===== config.mk =====
export PLATFORM = sky130hd
export DESIGN_NAME = flag_branch_unit
export DESIGN_NICKNAME = d
export VERILOG_FILES = /design/src/rtl/branch_pkg.sv /design/src/rtl/cond_eval.sv /design/src/rtl/flag_branch_unit.sv
export SDC_FILE = /design/constraint.sdc
export NUM_CORES = 1
export LEC_CHECK = 0
export BUFFER_PORTS_ARGS = -buffer_cell sky130_fd_sc_hd__buf_2
export CORE_MARGIN = 4
export CORE_UTILIZATION = 50
export DETAILED_ROUTE_END_ITERATION = 10
export PLACE_DENSITY = 0.9
export RECOVER_POWER = 100
export SLEW_MARGIN = 20
export SYNTH_ARGS = -nofsm -noshare
export SYNTH_HDL_FRONTEND = slang
export SYNTH_HIERARCHICAL = 1
export SYNTH_SLANG_ARGS = --single-unit
export TNS_END_PERCENT = 50

===== constraint.sdc =====
create_clock -name clk -period 5.9 [get_ports clk]
set_clock_uncertainty 0.1 [all_clocks]
set_input_delay 1.475 -clock clk [delete_from_list [all_inputs] [get_ports clk]]
set_output_delay 1.475 -clock clk [all_outputs]
set_load 0.01 [all_outputs]

===== src/rtl/branch_pkg.sv =====
// Shared encodings for the branch resolution logic: branch kinds, condition
// codes, branch FSM states and NZCV flag bit positions.
package branch_pkg;

    typedef enum logic [1:0] {
        BR_NONE = 2'b00,
        BR_B    = 2'b01,
        BR_CBZ  = 2'b10,
        BR_COND = 2'b11
    } brType_e;

    typedef enum logic [3:0] {
        COND_EQ = 4'h0, COND_NE = 4'h1, COND_HS = 4'h2, COND_LO = 4'h3,
        COND_MI = 4'h4, COND_PL = 4'h5, COND_VS = 4'h6, COND_VC = 4'h7,
        COND_HI = 4'h8, COND_LS = 4'h9, COND_GE = 4'hA, COND_LT = 4'hB,
        COND_GT = 4'hC, COND_LE = 4'hD, COND_AL = 4'hE, COND_NV = 4'hF
    } cond_e;

    typedef enum logic {
        IDLE  = 1'b0,
        FLUSH = 1'b1
    } state_e;

    localparam int FLAG_N = 3;
    localparam int FLAG_Z = 2;
    localparam int FLAG_C = 1;
    localparam int FLAG_V = 0;

    function automatic logic [3:0] packNzcv(input logic n, input logic z,
                                            input logic c, input logic v);
        return {n, z, c, v};
    endfunction

endpackage


===== src/rtl/cond_eval.sv =====
// Pure combinational condition-code evaluator: (cond, NZCV) -> taken.
// Reusable by any branch or conditional-select logic.
module cond_eval
    import branch_pkg::*;
(
    input  logic [3:0] cond,
    input  logic [3:0] nzcv,
    output logic       taken
);

    logic n, z, c, v;

    assign n = nzcv[FLAG_N];
    assign z = nzcv[FLAG_Z];
    assign c = nzcv[FLAG_C];
    assign v = nzcv[FLAG_V];

    always_comb begin
        taken = 1'b0;
        case (cond_e'(cond))
            COND_EQ: taken = z;
            COND_NE: taken = !z;
            COND_HS: taken = c;
            COND_LO: taken = !c;
            COND_MI: taken = n;
            COND_PL: taken = !n;
            COND_VS: taken = v;
            COND_VC: taken = !v;
            COND_HI: taken = c & !z;
            COND_LS: taken = !c | z;
            COND_GE: taken = (n == v);
            COND_LT: taken = (n != v);
            COND_GT: taken = !z & (n == v);
            COND_LE: taken = z | (n != v);
            COND_AL: taken = 1'b1;
            COND_NV: taken = 1'b1;
            default: taken = 1'b0;
        endcase
    end

endmodule


===== src/rtl/flag_branch_unit.sv =====
// NZCV flag register plus registered B / CBZ / B.cond resolution with a
// multi-cycle flush. Optional macro FLAG_FORWARD_EN bypasses ALU flags to B.cond.
module flag_branch_unit
    import branch_pkg::*;
#(
    parameter int ADDR_W       = 64,
    parameter int FLUSH_CYCLES = 2
) (
    input  logic              clk,
    input  logic              reset,
    input  logic              exValid,
    input  logic              setFlags,
    input  logic              aluNeg,
    input  logic              aluZero,
    input  logic              aluOvf,
    input  logic              aluCarry,
    input  logic              brValid,
    input  logic [1:0]        brType,
    input  logic [3:0]        brCond,
    input  logic              regZero,
    input  logic [ADDR_W-1:0] brTarget,
    output logic              stall,
    output logic              branchTaken,
    output logic [ADDR_W-1:0] branchTarget,
    output logic              flush,
    output logic [3:0]        flags
);

    localparam logic [2:0] CNT_INIT = 3'(FLUSH_CYCLES - 1);

    state_e      state, nextState;
    brType_e     reqType;
    logic [2:0]  flushCount;
    logic [3:0]  flagReg, aluFlags, condFlags;
    logic        flagWrite, condTaken, decision, accept, takeBranch;

    assign reqType   = brType_e'(brType);
    assign aluFlags  = packNzcv(aluNeg, aluZero, aluCarry, aluOvf);
    assign flagWrite = exValid & setFlags;
    assign flags     = flagReg;

`ifdef FLAG_FORWARD_EN
    assign condFlags = flagWrite ? aluFlags : flagReg;
    assign stall     = 1'b0;
`else
    // Hold a B.cond that races its own flag write so it resolves next cycle
    // against the freshly written register.
    logic hazard;
    assign hazard    = flagWrite & brValid & (reqType == BR_COND);
    assign condFlags = flagReg;
    assign stall     = hazard & (state == IDLE) & reset;
`endif

    cond_eval uCondEval (
        .cond  (brCond),
        .nzcv  (condFlags),
        .taken (condTaken)
    );

    always_comb begin
        decision = 1'b0;
        case (reqType)
            BR_B:    decision = 1'b1;
            BR_CBZ:  decision = regZero;
            BR_COND: decision = condTaken;
            default: decision = 1'b0;
        endcase
    end

    assign accept     = brValid & (reqType != BR_NONE) & !stall & (state == IDLE);
    assign takeBranch = accept & decision;

    always_ff @(posedge clk) begin
        if (!reset) begin
            state <= IDLE;
        end else begin
            state <= nextState;
        end
    end

    always_comb begin
        nextState = state;
        case (state)
            IDLE:    if (takeBranch) nextState = FLUSH;
            FLUSH:   if (flushCount == 3'd0) nextState = IDLE;
            default: nextState = IDLE;
        endcase
    end

    always_comb begin
        flush = (state == FLUSH);
    end

    always_ff @(posedge clk) begin
        if (!reset) begin
            branchTaken  <= 1'b0;
            branchTarget <= '0;
            flushCount   <= 3'd0;
        end else begin
            branchTaken <= takeBranch;
            if (takeBranch) begin
                branchTarget <= brTarget;
                flushCount   <= CNT_INIT;
            end else if (state == FLUSH && flushCount != 3'd0) begin
                flushCount <= flushCount - 3'd1;
            end
        end
    end

    // Flag writes land even while flushing; squashing EX is the pipeline's job.
    always_ff @(posedge clk) begin
        if (!reset) begin
            flagReg <= 4'b0000;
        end else if (flagWrite) begin
            flagReg <= aluFlags;
        end
    end

endmodule


# Word-level counts from Yosys, hierarchy flattened
# Cells that the tools add are included.
[totals]
register_bits = 73
input_bits = 80
[op_classes]
addsub = 1
n_eq_ne = 20
mux = 7
n_bitwise = 15
reduce_logical = 13
[op_table]
columns = ["op", "n"]
rows = [
  ["$eq A4 B4 Y1 const B", 8],
  ["$eq A4 B3 Y1 const B", 4],
  ["$pmux W1 S15", 1],
  ["$and A1 B1 Y1", 11],
  ["$eq A4 B2 Y1 const B", 2],
  ["$logic_not A1 Y1", 5],
  ["$eq A2 B2 Y1 const B", 2],
  ["$eq A4 B1 Y1 const B", 1],
  ["$logic_not A4 Y1", 1],
  ["$mux W1", 4],
  ["$reduce_bool A2 Y1", 2],
  ["$reduce_or A2 Y1", 2],
  ["$logic_not A3 Y1", 1],
  ["$pmux W1 S3", 1],
  ["$reduce_bool A3 Y1", 1],
  ["$sub A3 B1 Y3 const B", 1],
  ["$eq A2 B1 Y1 const B", 1],
  ["$not A1 Y1", 2],
  ["$or A1 B1 Y1", 2],
  ["$pmux W1 S2", 1],
  ["$eq A1 B1 Y1", 1],
  ["$logic_and A1 B1 Y1", 1],
  ["$ne A1 B1 Y1", 1],
]

# Logic depth before layout (Yosys ltp)
[depth]
ltp_word = 11
mapped_depth = 12

# By module
# The synthesis kept the hierarchy.
[by_module_without_submodules]
columns = ["module", "n_inst", "cells_per_inst", "area_per_inst_um2"]
rows = [
  ["flag_branch_unit", 1, 324, 2961.6],
  ["cond_eval", 1, 29, 201.4],
]

# Worst setup path before layout
# No wires, ideal clock.
[synth_timing]
path_kind = "input -> register"
from = "in brCond[0]"
to = "reg branchTarget[15]"
arrival_ns = 3.260
required_time_ns = 5.728
path_slack_ns = 2.468
stages = 12
n_path_buf = 3
path_cell_list = "buf_6 xor2_1 or4_1 nand2_1 a22oi_1 o21ai_1 nand2b_1 a21oi_1 nor3_2 buf_6 buf_6 mux2i_1"
[synth_via]
elab_chain_len = 5
elab_cells_between_ends = 20
[synth_rtl]
columns = ["item", "line", "rtl"]
rows = [
  ["from (decl)", "flag_branch_unit.sv:19", "input logic [3:0] brCond,"],
  ["$eq A4 B4 Y1", "cond_eval.sv:20", "case (cond_e'(cond))"],
  ["$reduce_or A2 Y1 (no source line)", "n/a", ""],
  ["$pmux W1 S15 (*)", "cond_eval.sv:20", ""],
  ["named net condTaken", "flag_branch_unit.sv:35", "logic flagWrite, condTaken, decision, accept, takeBranch;"],
  ["$pmux W1 S3 (*)", "flag_branch_unit.sv:62", "case (reqType)"],
  ["$and A1 B1 Y1 (*)", "flag_branch_unit.sv:71", "assign takeBranch = accept & decision;"],
  ["to (signal assigned)", "flag_branch_unit.sv:102", "branchTarget <= brTarget;"],
  ["to (decl)", "flag_branch_unit.sv:24", "output logic [ADDR_W-1:0] branchTarget,"],
]
# The timed path passes the listed nets; every way through them passes the cells marked *.
# A chain may end at the register's enable or synchronous reset.

# Worst setup path after layout
[layout_timing]
from = "in brCond[0]"
to = "reg branchTarget[55]"
# Same word-level chain as after synthesis.

==> impl_metrics.env <==
export IMPL_grt_pass1_wl_um=12000
export IMPL_finalHoldViolCount=0
export IMPL_overflow=0
export IMPL_power_density_mw_per_mm2=274
export IMPL_layout_cells_non_filler=573
export IMPL_cts_max_path_buffers=2
export IMPL_cts_sinks=73
export IMPL_worstPathArrival_ns=4.78
export IMPL_synth_edf_count=0
export IMPL_std_cell_rows=28
export IMPL_grt_pass1_vias=2818
export IMPL_fill_cells=525
export IMPL_async_flop_share_pct=0
export IMPL_status="finished, violations left"
export IMPL_rsz0062_at_grt="no"
export IMPL_syn_avg_cell_area_sq_um=8.96
export IMPL_synth_seq_area_share_pct=46.2
export IMPL_antenna_found_initial=0
export IMPL_drt_iter0_drc=126
export IMPL_fmax_mhz=216
export IMPL_nets=575
export IMPL_insertion_delay_ns=0.34
export IMPL_critical_path_class="primary input to flop"
export IMPL_firstDrtPassIters=4
export IMPL_viasPerCell=4.93
export IMPL_cts_tree="done"
export IMPL_root_buffer="clkbuf_8"
export IMPL_die_area_sq_mm=0.00766
export IMPL_final_setup_viol_count=0
export IMPL_period_share_pct=78.4
export IMPL_wl_um=7570
export IMPL_cts_inserted_buffers=9
export IMPL_postCtsHoldBufs=0
export IMPL_cts_resized=0
export IMPL_synth_seq_cells=73
export IMPL_die_y_um=87.5
export IMPL_synth_common_cells="135 x nand2_1, 73 x dfxtp_1, 64 x mux2i_1"
export IMPL_place_ws_ns=1.74
export IMPL_io_buffers=150
export IMPL_path_clk_slew_ns=0.08
export IMPL_violations="max-capacitance violations, max-slew violations"
export IMPL_worst_pin_slew_ns=2.33
export IMPL_yosysTopAreaCell="dfxtp_1"
export IMPL_min_period_ns=4.63
export IMPL_core_sq_mm=0.00603
export IMPL_worstPathRequired_ns=6.06
export IMPL_synth_most_common_cell="nand2_1"
export IMPL_syn_to_final_growth_pct=25.8
export IMPL_ys_flop_type="dfxtp_1"
export IMPL_finalSetupTns_ns=0
export IMPL_end_kind="flop"
export IMPL_critPathTopFamily="simple AND/OR/NAND/NOR gates"
export IMPL_grt_use_total_pct=19.6
export IMPL_io_pins=151
export IMPL_die_w_um=87.5
export IMPL_maxUsedRoutingLayer="met4"
export IMPL_setup_worst_path_start_class="primary input"
export IMPL_cap_violations=2
export IMPL_setup_slack_ns=1.27
export IMPL_yosysWarnings=6
export IMPL_grt_max_degree=138
export IMPL_ant_nets=0
export IMPL_met3WireLength_um=497
export IMPL_drive_gt1_share_pct=20.9
export IMPL_power_leakage_uw=0.00168
export IMPL_wl_per_cell_um=13.2
export IMPL_wl_met1_um=2970
export IMPL_critPathMaxStageDelay_ns=1.15
export IMPL_hpwlAfterDp_um=5660
export IMPL_finalMaxSlewViolations=150
export IMPL_yosys_top_cells_area="dfxtp_1 46%, mux2i_1 20%, nand2_1 16%"
export IMPL_seq_area_sq_mm=0.00146
export IMPL_synth_top_area_share_pct=46.2
export IMPL_slew_headroom_pct=-55.0
export IMPL_multi_input_area_sq_mm=0.00153
export IMPL_cts_setup_buffers=0
export IMPL_start_util_pct=52.5
export IMPL_diodes=0
export IMPL_worstPathCellList="clkbuf_1, xor2_1, or4_1, nand2_1, a22oi_1, o21ai_0, nand2b_1, a21oi_1, nor3_1, buf_4, mux2i_1"
export IMPL_hold_path_class="flop to flop"
export IMPL_via_count=2824
export IMPL_netlist_area_sq_mm=0.00316
export IMPL_peakVddDrop_mv=0.214
export IMPL_drc=0
export IMPL_path_buf_inv=2
export IMPL_syn_inst=353
export IMPL_dp_cells=557
export IMPL_crit_slowest_cell="nor3_1"
export IMPL_ys_types=38
export IMPL_routabilityCongestion=0.836
export IMPL_syn_nets=435
export IMPL_cp_max_fo=37
export IMPL_route_met2_wl_um=3990
export IMPL_cts_htree_levels=3
## cell usage in the layout (no fill, tap or decap), types with 2 or more instances in the layout
master | netlist | final
mux2i_1 | 64 | 64
dfxtp_1 | 73 | 73
clkinv_4 | 0 | 3
and2_1 | 2 | 2
nor2_1 | 2 | 2
nand3_1 | 5 | 5
a21oi_1 | 5 | 5
and3b_1 | 3 | 3
buf_4 | 5 | 2
o21ai_0 | 2 | 3
nand2_1 | 135 | 135
clkbuf_8 | 0 | 9
clkbuf_1 | 15 | 72
nor2b_1 | 2 | 2
nand2b_1 | 2 | 2
xnor2_1 | 4 | 4
a21boi_0 | 4 | 4
inv_1 | 3 | 3
nor3_1 | 1 | 3
ha_1 | 2 | 2
buf_2 | 0 | 78
## flip-flops by register name (all words and copies together), names as in the netlist
signal        count
branchTaken       1
branchTarget     64
flags             4
flush             1
flushCount        3
## area by class of cell
type | instances | share of cell area, %
clock buffers | 10 | 3.21
clock inverters | 6 | 1.73
inverters | 4 | 0.377
multi-input cells | 252 | 38.4
flip-flops and latches | 73 | 36.7
well taps | 75 | 2.36
repair buffers | 153 | 17.2
## cells by family (layout without fill, tap and decap cells)
| group | count (synthesis) | count (layout) | share of synthesized area, % |
|---|---|---|---|
| mux | 65 | 65 | 20.6 |
| compound gates | 19 | 19 | 4.15 |
| flops | 73 | 73 | 46.2 |
| simple gates | 161 | 161 | 22.0 |
| buf+inv | 28 | 173 | 4.87 |
| xor+xnor | 5 | 5 | 1.38 |
| fa+ha+maj | 2 | 2 | 0.791 |
## worst paths after layout
kind	startpoint	endpoint	slack, ns	depth (start not counted)
max reg2reg	flags[0]$_SDFFE_PN0N_	branchTarget[55]$_SDFFE_PN0P_	2.29	10
min	branchTarget[17]$_SDFFE_PN0P_	branchTarget[17]$_SDFFE_PN0P_	0.36	2
min reg2reg	branchTarget[17]$_SDFFE_PN0P_	branchTarget[17]$_SDFFE_PN0P_	0.36	2
max	brCond[0]	branchTarget[55]$_SDFFE_PN0P_	1.27	11
## metal layers
| layer | GRT usage, % | vias up |
|---|---|---|
| li1 | - | 1432 |
| met1 | 20.9 | 1285 |
| met2 | 37.4 | 95 |
| met3 | 3.76 | 12 |
| met4 | 8.09 | 0 |
| met5 | 0 | - |
## tightest hold or removal path: stages (launching register included)
cell     delay [ns]
dfxtp_1        0.31
nand2_1        0.05
mux2i_1        0.05
## stage by stage
| stage | total power [uW] | cell area [sq um] | utilization, % | hold slack (ns) |
|---|---|---|---|---|
| global route | 1140 | 3980 | 66.0 | 0.376 |
| global placement | 719 | 3900 | 64.7 | 0.339 |
| detailed placement | 726 | 3900 | 64.7 | 0.343 |
| floorplan | 658 | 3160 | - | 0.379 |
| finish | 1090 | 3980 | 66.0 | 0.358 |
| CTS | 1110 | 4100 | 68.0 | 0.359 |
## power breakdown
part / switching, uW / internal, uW
registers: 17.4 / 523
clock network: 188 / 197
logic: 91.5 / 74.5
No activity file was read; power rests on OpenSTA's default activity.
